### src/rtl/add_sub_seq_if.sv
// -----------------------------------------------------------------------------
// add_sub_seq_if
// Handshake bundle for the digit-serial adder/subtractor.
//   Request side : in_valid, in_ready, A, B, M (M=0 add, M=1 subtract A-B)
//   Response side: out_valid, out_ready, S, C, V, Z
// Modports:
//   master - the producer/consumer talking to the block (drives operands,
//            accepts results)
//   slave  - the add_sub_seq block itself
// -----------------------------------------------------------------------------
interface add_sub_seq_if #(
    parameter int WIDTH = 8
);
    logic             in_valid;
    logic             in_ready;
    logic [WIDTH-1:0] A;
    logic [WIDTH-1:0] B;
    logic             M;
    logic             out_valid;
    logic             out_ready;
    logic [WIDTH-1:0] S;
    logic             C;
    logic             V;
    logic             Z;

    modport master (
        output in_valid,
        input  in_ready,
        output A,
        output B,
        output M,
        input  out_valid,
        output out_ready,
        input  S,
        input  C,
        input  V,
        input  Z
    );

    modport slave (
        input  in_valid,
        output in_ready,
        input  A,
        input  B,
        input  M,
        output out_valid,
        input  out_ready,
        output S,
        output C,
        output V,
        output Z
    );
endinterface

### src/rtl/add_sub_seq.sv
// -----------------------------------------------------------------------------
// add_sub_seq
// Multi-cycle digit-serial adder/subtractor. Operands are accepted in IDLE,
// processed DIGIT bits per clock in RUN (WIDTH/DIGIT cycles), and the result
// is presented in DONE until the consumer accepts it.
//
// Parameters:
//   WIDTH - operand/result width (>= 2, integer multiple of DIGIT)
//   DIGIT - bits processed per RUN cycle (1..WIDTH)
//
// Ports:
//   clk   - rising-edge clock
//   rst_n - asynchronous, active-low reset
//   bus   - add_sub_seq_if.slave: in_valid/in_ready/A/B/M request,
//           out_valid/out_ready/S/C/V/Z response
//
// Optional feature (macro ADD_SUB_SAT_EN):
//   When defined, a signed overflow saturates S to signed max/min. When
//   undefined, S wraps modulo 2^WIDTH and no saturation logic is built.
// -----------------------------------------------------------------------------
module add_sub_seq #(
    parameter int WIDTH = 8,
    parameter int DIGIT = 2
) (
    input  logic         clk,
    input  logic         rst_n,
    add_sub_seq_if.slave bus
);

    localparam int N     = WIDTH / DIGIT;
    localparam int CNT_W = (N > 1) ? $clog2(N) : 1;
    localparam logic [CNT_W-1:0] CNT_LAST = CNT_W'(N - 1);

    typedef enum logic [1:0] {
        ST_IDLE = 2'd0,
        ST_RUN  = 2'd1,
        ST_DONE = 2'd2
    } state_t;

    state_t           r_state;
    logic [WIDTH-1:0] r_a_sh;
    logic [WIDTH-1:0] r_b_sh;
    logic [WIDTH-1:0] r_res;
    logic             r_carry;
    logic [CNT_W-1:0] r_cnt;
    logic             r_a_msb;
    logic             r_b_msb;
    logic             r_in_ready;
    logic             r_out_valid;
    logic [WIDTH-1:0] r_s;
    logic             r_c;
    logic             r_v;
    logic             r_z;

    logic [DIGIT:0]   w_digit_sum;
    logic [WIDTH-1:0] w_res_next;
    logic             w_v;
    logic [WIDTH-1:0] w_s_final;
    logic             w_z;

    // One digit of ripple: low DIGIT bits of each shifter plus the running carry.
    assign w_digit_sum = {1'b0, r_a_sh[DIGIT-1:0]}
                       + {1'b0, r_b_sh[DIGIT-1:0]}
                       + {{DIGIT{1'b0}}, r_carry};

    // The new digit enters at the MSB end so that after N shifts the first
    // (least significant) digit has arrived at bit 0.
    generate
        if (DIGIT == WIDTH) begin : g_single_digit
            assign w_res_next = w_digit_sum[DIGIT-1:0];
        end else begin : g_multi_digit
            assign w_res_next = {w_digit_sum[DIGIT-1:0], r_res[WIDTH-1:DIGIT]};
        end
    endgenerate

    // Overflow: both effective operands share a sign and the result sign differs.
    // Only meaningful on the final RUN cycle, which is the only place it is used.
    assign w_v = (r_a_msb == r_b_msb) && (w_res_next[WIDTH-1] != r_a_msb);

`ifdef ADD_SUB_SAT_EN
    // Clamp toward the sign of the operands: positive overflow -> signed max,
    // negative overflow -> signed min.
    assign w_s_final = w_v ? (r_a_msb ? {1'b1, {(WIDTH-1){1'b0}}}
                                      : {1'b0, {(WIDTH-1){1'b1}}})
                           : w_res_next;
`else
    assign w_s_final = w_res_next;
`endif

    assign w_z = (w_s_final == '0);

    always_ff @(posedge clk or negedge rst_n) begin
        if (!rst_n) begin
            r_state     <= ST_IDLE;
            r_a_sh      <= '0;
            r_b_sh      <= '0;
            r_res       <= '0;
            r_carry     <= 1'b0;
            r_cnt       <= '0;
            r_a_msb     <= 1'b0;
            r_b_msb     <= 1'b0;
            r_in_ready  <= 1'b1;
            r_out_valid <= 1'b0;
            r_s         <= '0;
            r_c         <= 1'b0;
            r_v         <= 1'b0;
            r_z         <= 1'b0;
        end else begin
            case (r_state)
                ST_IDLE: begin
                    if (bus.in_valid) begin
                        // Subtraction is A + ~B + 1: invert B here and seed
                        // the carry with M.
                        r_a_sh     <= bus.A;
                        r_b_sh     <= bus.B ^ {WIDTH{bus.M}};
                        r_carry    <= bus.M;
                        r_cnt      <= '0;
                        r_a_msb    <= bus.A[WIDTH-1];
                        r_b_msb    <= bus.B[WIDTH-1] ^ bus.M;
                        r_in_ready <= 1'b0;
                        r_state    <= ST_RUN;
                    end
                end

                ST_RUN: begin
                    r_a_sh  <= r_a_sh >> DIGIT;
                    r_b_sh  <= r_b_sh >> DIGIT;
                    r_res   <= w_res_next;
                    r_carry <= w_digit_sum[DIGIT];
                    r_cnt   <= r_cnt + CNT_W'(1);
                    if (r_cnt == CNT_LAST) begin
                        // Flags are captured together with the last digit so
                        // they are valid the same cycle out_valid rises.
                        r_s         <= w_s_final;
                        r_c         <= w_digit_sum[DIGIT];
                        r_v         <= w_v;
                        r_z         <= w_z;
                        r_out_valid <= 1'b1;
                        r_state     <= ST_DONE;
                    end
                end

                ST_DONE: begin
                    if (bus.out_ready) begin
                        r_out_valid <= 1'b0;
                        r_in_ready  <= 1'b1;
                        r_state     <= ST_IDLE;
                    end
                end

                default: begin
                    r_out_valid <= 1'b0;
                    r_in_ready  <= 1'b1;
                    r_state     <= ST_IDLE;
                end
            endcase
        end
    end

    assign bus.in_ready  = r_in_ready;
    assign bus.out_valid = r_out_valid;
    assign bus.S         = r_s;
    assign bus.C         = r_c;
    assign bus.V         = r_v;
    assign bus.Z         = r_z;

endmodule

### src/flat_wrapper.sv
// flat-port wrapper written by rule: the top's interface ports become plain ports
module add_sub_seq_flat 
#(
    parameter int WIDTH = 8,
    parameter int DIGIT = 2
)
  (clk, rst_n, bus_in_valid, bus_in_ready, bus_A, bus_B, bus_M, bus_out_valid, bus_out_ready, bus_S, bus_C, bus_V, bus_Z);
  add_sub_seq_if #(.WIDTH(WIDTH)) bus_i ();
  input  logic clk;
  input  logic rst_n;
  input wire logic [$bits(bus_i.in_valid)-1:0] bus_in_valid;
  output wire logic [$bits(bus_i.in_ready)-1:0] bus_in_ready;
  input wire logic [$bits(bus_i.A)-1:0] bus_A;
  input wire logic [$bits(bus_i.B)-1:0] bus_B;
  input wire logic [$bits(bus_i.M)-1:0] bus_M;
  output wire logic [$bits(bus_i.out_valid)-1:0] bus_out_valid;
  input wire logic [$bits(bus_i.out_ready)-1:0] bus_out_ready;
  output wire logic [$bits(bus_i.S)-1:0] bus_S;
  output wire logic [$bits(bus_i.C)-1:0] bus_C;
  output wire logic [$bits(bus_i.V)-1:0] bus_V;
  output wire logic [$bits(bus_i.Z)-1:0] bus_Z;
  assign bus_i.in_valid = bus_in_valid;
  assign bus_in_ready = bus_i.in_ready;
  assign bus_i.A = bus_A;
  assign bus_i.B = bus_B;
  assign bus_i.M = bus_M;
  assign bus_out_valid = bus_i.out_valid;
  assign bus_i.out_ready = bus_out_ready;
  assign bus_S = bus_i.S;
  assign bus_C = bus_i.C;
  assign bus_V = bus_i.V;
  assign bus_Z = bus_i.Z;
  add_sub_seq #(.WIDTH(WIDTH), .DIGIT(DIGIT)) u_core (.clk(clk), .rst_n(rst_n), .bus(bus_i));
endmodule
### config.mk
export PLATFORM = sky130hd
export DESIGN_NAME = add_sub_seq_flat
export DESIGN_NICKNAME = d
export VERILOG_FILES = /design/src/rtl/add_sub_seq_if.sv /design/src/rtl/add_sub_seq.sv /design/src/flat_wrapper.sv
export SDC_FILE = /design/constraint.sdc
export NUM_CORES = 1
export LEC_CHECK = 0
export CAP_MARGIN = 5
export CELL_PAD_IN_SITES_DETAIL_PLACEMENT = 0
export CELL_PAD_IN_SITES_GLOBAL_PLACEMENT = 1
export CORE_ASPECT_RATIO = 0.8
export CORE_MARGIN = 2
export CORE_UTILIZATION = 35
export CTS_CLUSTER_DIAMETER = 60
export DETAILED_ROUTE_END_ITERATION = 12
export PLACE_DENSITY = 0.76
export SLEW_MARGIN = 5
export SYNTH_ARGS = -nofsm -noshare
export SYNTH_HDL_FRONTEND = slang
export SYNTH_SLANG_ARGS = --single-unit
### constraint.sdc
create_clock -name clk -period 4.3 [get_ports clk]
set_input_delay 0.645 -clock clk [delete_from_list [all_inputs] [get_ports clk]]
set_output_delay 0.645 -clock clk [all_outputs]
set_load 0.02 [all_outputs]
Word level (Yosys, flattened, before mapping)
Cells that the tools add are included.
Word-level totals
  memories: 0
  latch bits: 0
  bits in writable memories: 0
  logic and storage cells: 57
  bits in read-only memories: 0
  bits in registers: 44
  output and inout port bits: 13
  input port bits: 21
Cells by class
  shift operators: 0
  bitwise gates (word level): 4
  add/subtract/negate cells: 3
  order comparisons: 0
  mux-type cells: 18
  equal/unequal tests: 8
  divide/modulo/power cells: 0
  multiply operators: 0
  reduce and logical (&&, ||, !) cells: 10
Operators by type and width (count)
  $pmux 8 s2: 2
  $mux 8: 2
  $reduce_and 3->1: 3
  $logic_not 8->1: 1
  $mux 2: 4
  $xor 8x8->8: 1
  $pmux 1 s3: 2
  $pmux 2 s3: 1
  $reduce_and 2->1: 3
  $mux 1: 5
  $eq 2x2->1 const B: 2
  $ne 2x2->1 const B: 2
  $pmux 2 s2: 1
  $add 2x2->3: 1
  $add 3x1->3: 1
  $add 2x1->2 const B: 1
  $eq 2x1->1 const B: 1
  $logic_not 2->1: 1
  $ne 2x1->1 const B: 1
  $not 1->1: 2
  $pmux 1 s2: 1
  $reduce_bool 2->1: 1
  $eq 1x1->1: 1
  $logic_and 1x1->1: 1
  2 further kinds: 2

Depth between registers and ports, before layout
Gate-level depths: netlist of the first run.
  word-level depth: 4
  mapped depth: 6
  depth with buffers taken out: 6

Worst setup path after synthesis of the first run
Ideal clock, no wire load.
  path kind: flip-flop to flip-flop
  start: register u_core.r_carry
  end: register u_core.r_v (netlist: u_core.bus.V)
  slack: 2.569 ns
  setup time: 0.083 ns
  cell stages (with the launch flop): 7
  clock period less this slack: 1.731 ns
  data arrival time: 1.648 ns
  path buffers: 0
  path through: dfrtp_1 inv_1 fa_1 fa_1 and3_1 nor2_1 o21ai_0
On the way
  word-level cells in the longest chain between the ends: 3
Ends and longest elaborated chain
  start: declaration: line add_sub_seq.sv:44  | logic r_carry;
  start signal: assignment: line add_sub_seq.sv:116  | r_carry <= bus.M;
  start signal: assignment: line add_sub_seq.sv:129  | r_carry <= w_digit_sum[DIGIT];
  $add 3x1->3: line add_sub_seq.sv:64  | + {{DIGIT{1'b0}}, r_carry};
  $ne 1x1->1: line add_sub_seq.sv:78  | assign w_v = (r_a_msb == r_b_msb) && (w_res_next[WIDTH-1] != r_a_msb);
  $logic_and 1x1->1: line add_sub_seq.sv:78
  end signal: assignment: line add_sub_seq.sv:136  | r_v <= w_v;
  end: declaration: line add_sub_seq.sv:52  | logic r_v;
No other way between the ends.
A chain may end at the register's enable or synchronous reset.

Worst setup path after layout of the first run
  start: input port bus_in_valid
  end: register u_core.r_a_sh[4]
On the way
  word-level cells in the longest chain between the ends: 2
Ends and longest elaborated chain
  start: declaration: line flat_wrapper.sv:11  | input wire logic [$bits(bus_i.in_valid)-1:0] bus_in_valid;
  $ne 2x2->1 (no source line)
  $reduce_and 2->1 (no source line)
  end signal: assignment: line add_sub_seq.sv:114  | r_a_sh <= bus.A;
  end signal: assignment: line add_sub_seq.sv:126  | r_a_sh <= r_a_sh >> DIGIT;
  end: declaration: line add_sub_seq.sv:41  | logic [WIDTH-1:0] r_a_sh;
No other way between the ends.

==> metrics, run 1 <==
crit-path max cell delay=0.68 ns; Post-Synthesis Cells=192; CTS tree=yes; DRT antenna net count=0; clock skew=0.006777 ns; vias in the first global route=1421; Core Util, Final=0.4485; CP max FO=21; Buf/Inv on CP=2; Final nets=244; Pleak=1.043 nW; Final WS setup=2.133 ns; Comb pwr share=0.420; CTS buffer count=5; Worst Setup Start Kind=input port; # resized after CTS=0; FP Rows=24; initial DRC count=168; initial core utilization=0.3652; endpoints failing setup=0; net load switching power=633.6 uW; Critical Path Sink Type=flip-flop; #FFs+latches synth=42; max-cap viol count=0; crit path cell chain=clkdlybuf4s50_1 -> buf_4 -> nor2b_1 -> a21oi_1 -> o21ai_0; Syn Nets=216; final WL=4259 um; DR WL met3=123 um; clk slew on worst S/H paths=0.08 ns; met2 WL=1960 um; total power=1.657 mW; first-pass GRT wire length=7058 um; drt pass-1 iters=4; GP Congestion=0.7162; setup TNS=0 ns; Post-CTS Setup Bufs=0; Worst VDD drop=0.0002070 V; Die Wd=88.43 um; H-tree depth=2; Sequential Power Share=0.424; Yosys warnings=0; unrepaired setup endpoints after global routing=no; total gr overflow=0; largest net degree at the start of global routing=43; Die H=71.54 um; count of input and output buffers=33; crit path DAT=2.38 ns; Syn Area/Cell=10.39 um2; share of cells above drive strength 1=0.08597; design area=2451 um2; HP Class=reg2reg; Post-CTS Hold Buffers=0; Int Power=1.024 mW; Slowest cell on crit path=nor2b_1; max-slew violations=0; die area=6326 um2; post-synthesis sequential area ratio=0.5273; Core Area=5465 um2; family with the most delay on the worst path=buffers and inverters; Yosys cell types=33; DP Worst Slack=1.867 ns; worst rel slew slack=0.3668; final hold violations=0; routed len/inst=14.24 um; Synth-to-Final Area Change=22.82%; Antenna diodes=0; IO Count=34; Post-synth EDFFs=0; post-DP HPWL=2886 um; FMAX=461.4 MHz; Vias=1473; crit path time final=2.167 ns; crit path kind=in2reg; Residual DRC=0; vias per cell=4.926; Critical Path RT=4.51 ns; Clock power frac=0.156; Placed Cells=291; switching share of power=0.3823; Finished Layout Cells=299; hold_ws=0.4849 ns; DP Area=2360 um2; pwr dens=676.1 nW/um2; M1 WL=2175 um; clk root buf=clkbuf_8; final period utilization=0.5040; clk_lat worst skew=0.29 ns; top sig layer=met3; Total GRT Usage=0.1439; Cell Area, Synth=1996 um2; Worst Tran Pin Value=0.9498 ns; CTS sink count=42; Async SR Flop Fraction=1.000; ys flop type=dfrtp_1; run status=finished clean; initial antenna violation count=0; Clock Tree Buf Depth=2
[synth_stat cells, types with 4 or more instances]
master / instances / area (um2)
nor2_1: 6 / 22.52
a2bb2oi_1: 4 / 35.03
o21ai_0: 20 / 100.1
mux2_2: 6 / 67.56
a221o_1: 6 / 60.06
inv_1: 10 / 37.54
nand2_1: 27 / 101.4
a22oi_1: 6 / 45.04
o32ai_1: 6 / 52.55
dfrtp_1: 41 / 1026
xnor2_1: 6 / 52.55
clkbuf_1: 5 / 18.77
a21oi_1: 9 / 45.04
nor2b_1: 9 / 56.30
buf_2: 8 / 40.04
[registers in the layout (all words and copies together), names as in the netlist]
signal and cells:
u_core.bus.Z 1, u_core.r_a_msb 1, u_core.r_b_msb 1, u_core.bus.C 1
u_core.r_a_sh 8, u_core.r_cnt 2, u_core.r_carry 1, u_core.bus.out_valid 1
u_core.r_res 6, u_core.bus.in_ready 1, u_core.bus.V 1, u_core.r_b_sh 8
u_core.r_state 2, u_core.bus.S 8
[worst reg2reg max path, delay by kind of cell (launching register included)]
family           cells  cell delay (ns)
AND/OR/NAND/NOR      1             0.57
flip-flops           1             0.91
multiplexers         1             0.41
[area by class of cell]
cell class	instances	area [um2]
fill	547	3014
sequential	42	1052
multi-input combinational	125	824.5
timing repair buffer	36	347.8
tap	78	97.59
clock buffer	7	86.33
inverter	10	37.54
clock inverter	1	5.005
[path summary, 6_finish.rpt]
kind	endpoint	slack, ns	cells past startpoint	from
worst max-delay path	u_core.r_a_sh[4]	2.13	5	bus_in_valid
worst min-delay path	u_core.bus.V	0.48	2	u_core.bus.V
worst max register to register	u_core.bus.S[0]	2.30	2	u_core.r_state[1]
worst min register to register	u_core.bus.V	0.48	2	u_core.bus.V
max in group asynchronous	u_core.bus.S[5]	3.20	1	rst_n
min in group asynchronous	u_core.bus.S[3]	0.50	1	rst_n
[power by group through the flow]
stage          clock [mW]  sequential (mW)  combinational [mW]
6_report            0.259            0.702               0.696
5_1_grt             0.284            0.726               0.775
4_1_cts             0.268            0.703               0.705
2_1_floorplan           0            0.715               0.458
3_3_place_gp            0            0.705               0.691
3_5_place_dp            0            0.711               0.704
[layer usage]
layer / track usage / vias up
met5: 0 / -
met4: 0.04040 / 0
met3: 0.03341 / 0
met2: 0.2022 / 26
met1: 0.2221 / 726
li1: - / 721
[layout by cell type, fill, tap and decap left out, drive strengths merged]
cell type and n:
nand4 1, a22oi 6, clkbuf 7, xnor2 6, a221o 6, nor2 6
fa 2, buf 4, nor3 1, xor2 2, nand2b 3, nor3b 1
dfrtp 41, or3b 1, dfstp 1, nor2b 9, a2bb2oi 4, o22a 1
clkinv 1, nor4 1, o32ai 6, inv 10, a21oi 9, ha 1
a22o 1, clkdlybuf4s50 32, o21ai 20, mux2i 1, nand2 27, o21bai 1
mux2 7, nand3b 1, and3 1
[kinds of logic after synthesis]
kind of cell	synth area share
AOI/OAI and AO/OA	0.1818
and+or+nand+nor	0.1235
DFF	0.5273
buffers and inverters	0.05956
xor gates and xnor gates	0.03511
muxes	0.04639
adders and majority gates	0.02633
Power figures use the tool's default switching activity.
==> run 2, diff against run 1 <==
- clock period: 4.3 -> 2.18 ns (I/O delays scaled with it)
==> metrics, run 2 (synthesized netlist as in run 1, its figures left out) <==
run status=finished, violations left; failing checks=hold timing; H-tree depth=2; DRT antenna net count=0; Critical Path Sink Type=flip-flop; Total GRT Usage=0.1446; R2R Setup Slk=0.32 ns; Antenna diodes=0; post-DP HPWL=2989 um; routed len/inst=13.88 um; clock skew=0.007230 ns; crit path DAT=2.07 ns; endpoints failing setup=0; Placed Cells=297; Worst Tran Pin Value=0.5086 ns; CTS buffer count=5; FP Rows=24; total gr overflow=0; Synth-to-Final Area Change=25.14%; Critical Path RT=2.39 ns; Vias=1513; final WL=4234 um; final hold violations=9; worst rel slew slack=0.6599; crit path kind=reg2reg; crit path time final=1.864 ns; first-pass GRT wire length=7086 um; hold_ws=-0.001948 ns; Worst Setup Start Kind=flip-flop; vias in the first global route=1433; die area=6326 um2; Clock Tree Buf Depth=2; commonest cells after routing, fill and taps aside=dfrtp_1, clkdlybuf4s50_1, nand2_1, o21ai_0, inv_1; Residual DRC=0; count of input and output buffers=33; clk_lat worst skew=0.29 ns; CP max FO=5; share of cells above drive strength 1=0.1013; drt pass-1 iters=4; clk root buf=clkbuf_8; max-slew violations=0; final period utilization=0.8552; Die H=71.54 um; GP Congestion=0.7893; Post-CTS Hold Buffers=0; Die Wd=88.43 um; FMAX=536.4 MHz; Pleak=1.067 nW; vias per cell=4.961; Post-CTS Setup Bufs=0; initial core utilization=0.3652; setup TNS=0 ns; commonest non-fill, non-tap cell in the layout=dfrtp_1; Core Area=5465 um2; # resized after CTS=0; initial antenna violation count=0; CTS tree=yes; Finished Layout Cells=305; CTS sink count=42; unrepaired setup endpoints after global routing=no; IO Count=34; HP Class=in2async; Worst VDD drop=0.0004017 V; initial DRC count=51; pwr dens=1318 nW/um2; clk slew on worst S/H paths=0.08 ns; largest net degree at the start of global routing=25; Final nets=250; max-cap viol count=0
## run 2: cell count changes in the layout (fill, tap and decap cells not counted), sizes merged
cell	previous run	this run
buf	4	10
clkbuf	7	8
clkinv	1	0
## run 2: cell type report
cell class	instances	area, um2
clock buffers	8	80.08
well taps	78	97.59
flip-flops and latches	42	1052
repair buffers	42	405.4
fillers	553	2968
inverters	10	37.54
multi-input cells	125	824.5
## run 2: power breakdown
group	total, mW	internal [mW]	switching [mW]
combinational	1.47	0.698	0.776
sequential	1.34	1.11	0.228
clock	0.477	0.228	0.249
## run 2: worst paths after layout
| path | from | endpoint | depth (start not counted) |
|---|---|---|---|
| min reg2reg | u_core.bus.S[6] | u_core.bus.S[6] | 2 |
| min | rst_n | u_core.r_a_sh[3] | 1 |
| max | u_core.r_carry | u_core.bus.V | 6 |
| min in group clk | u_core.bus.S[6] | u_core.bus.S[6] | 2 |
| max reg2reg | u_core.r_carry | u_core.bus.V | 6 |
| max in group asynchronous | rst_n | u_core.bus.in_ready | 2 |
## run 2: metal layers
metal	global-route usage	wire length [um]	vias up
met5	0	0	-
met4	0.04545	38	0
met3	0.03226	203	4
met2	0.2072	1850	37
met1	0.2179	2142	738
li1	-	-	734
## run 2: through the flow
stage                     utilization  setup slack [ns]  hold slack [ns]  area [um2]  power, mW
after floorplan                     -            0.4492          0.03141        1996      2.314
after global placement         0.4423            0.3781           0.3245        2417      2.800
after detailed placement       0.4423            0.3361           0.3247        2417      2.839
after CTS                      0.4570            0.3177         0.007576        2497      3.322
after global routing           0.4570            0.2100          0.02782        2497      3.543
final                          0.4570            0.3156        -0.001948        2497      3.292
## run 2: critical path, cell delays in order, from the launching register on
cell	delay (ns)
dfrtp_1	0.35
inv_1	0.07
fa_1	0.44
fa_1	0.57
and3_1	0.17
nor2_1	0.04
o21ai_0	0.13
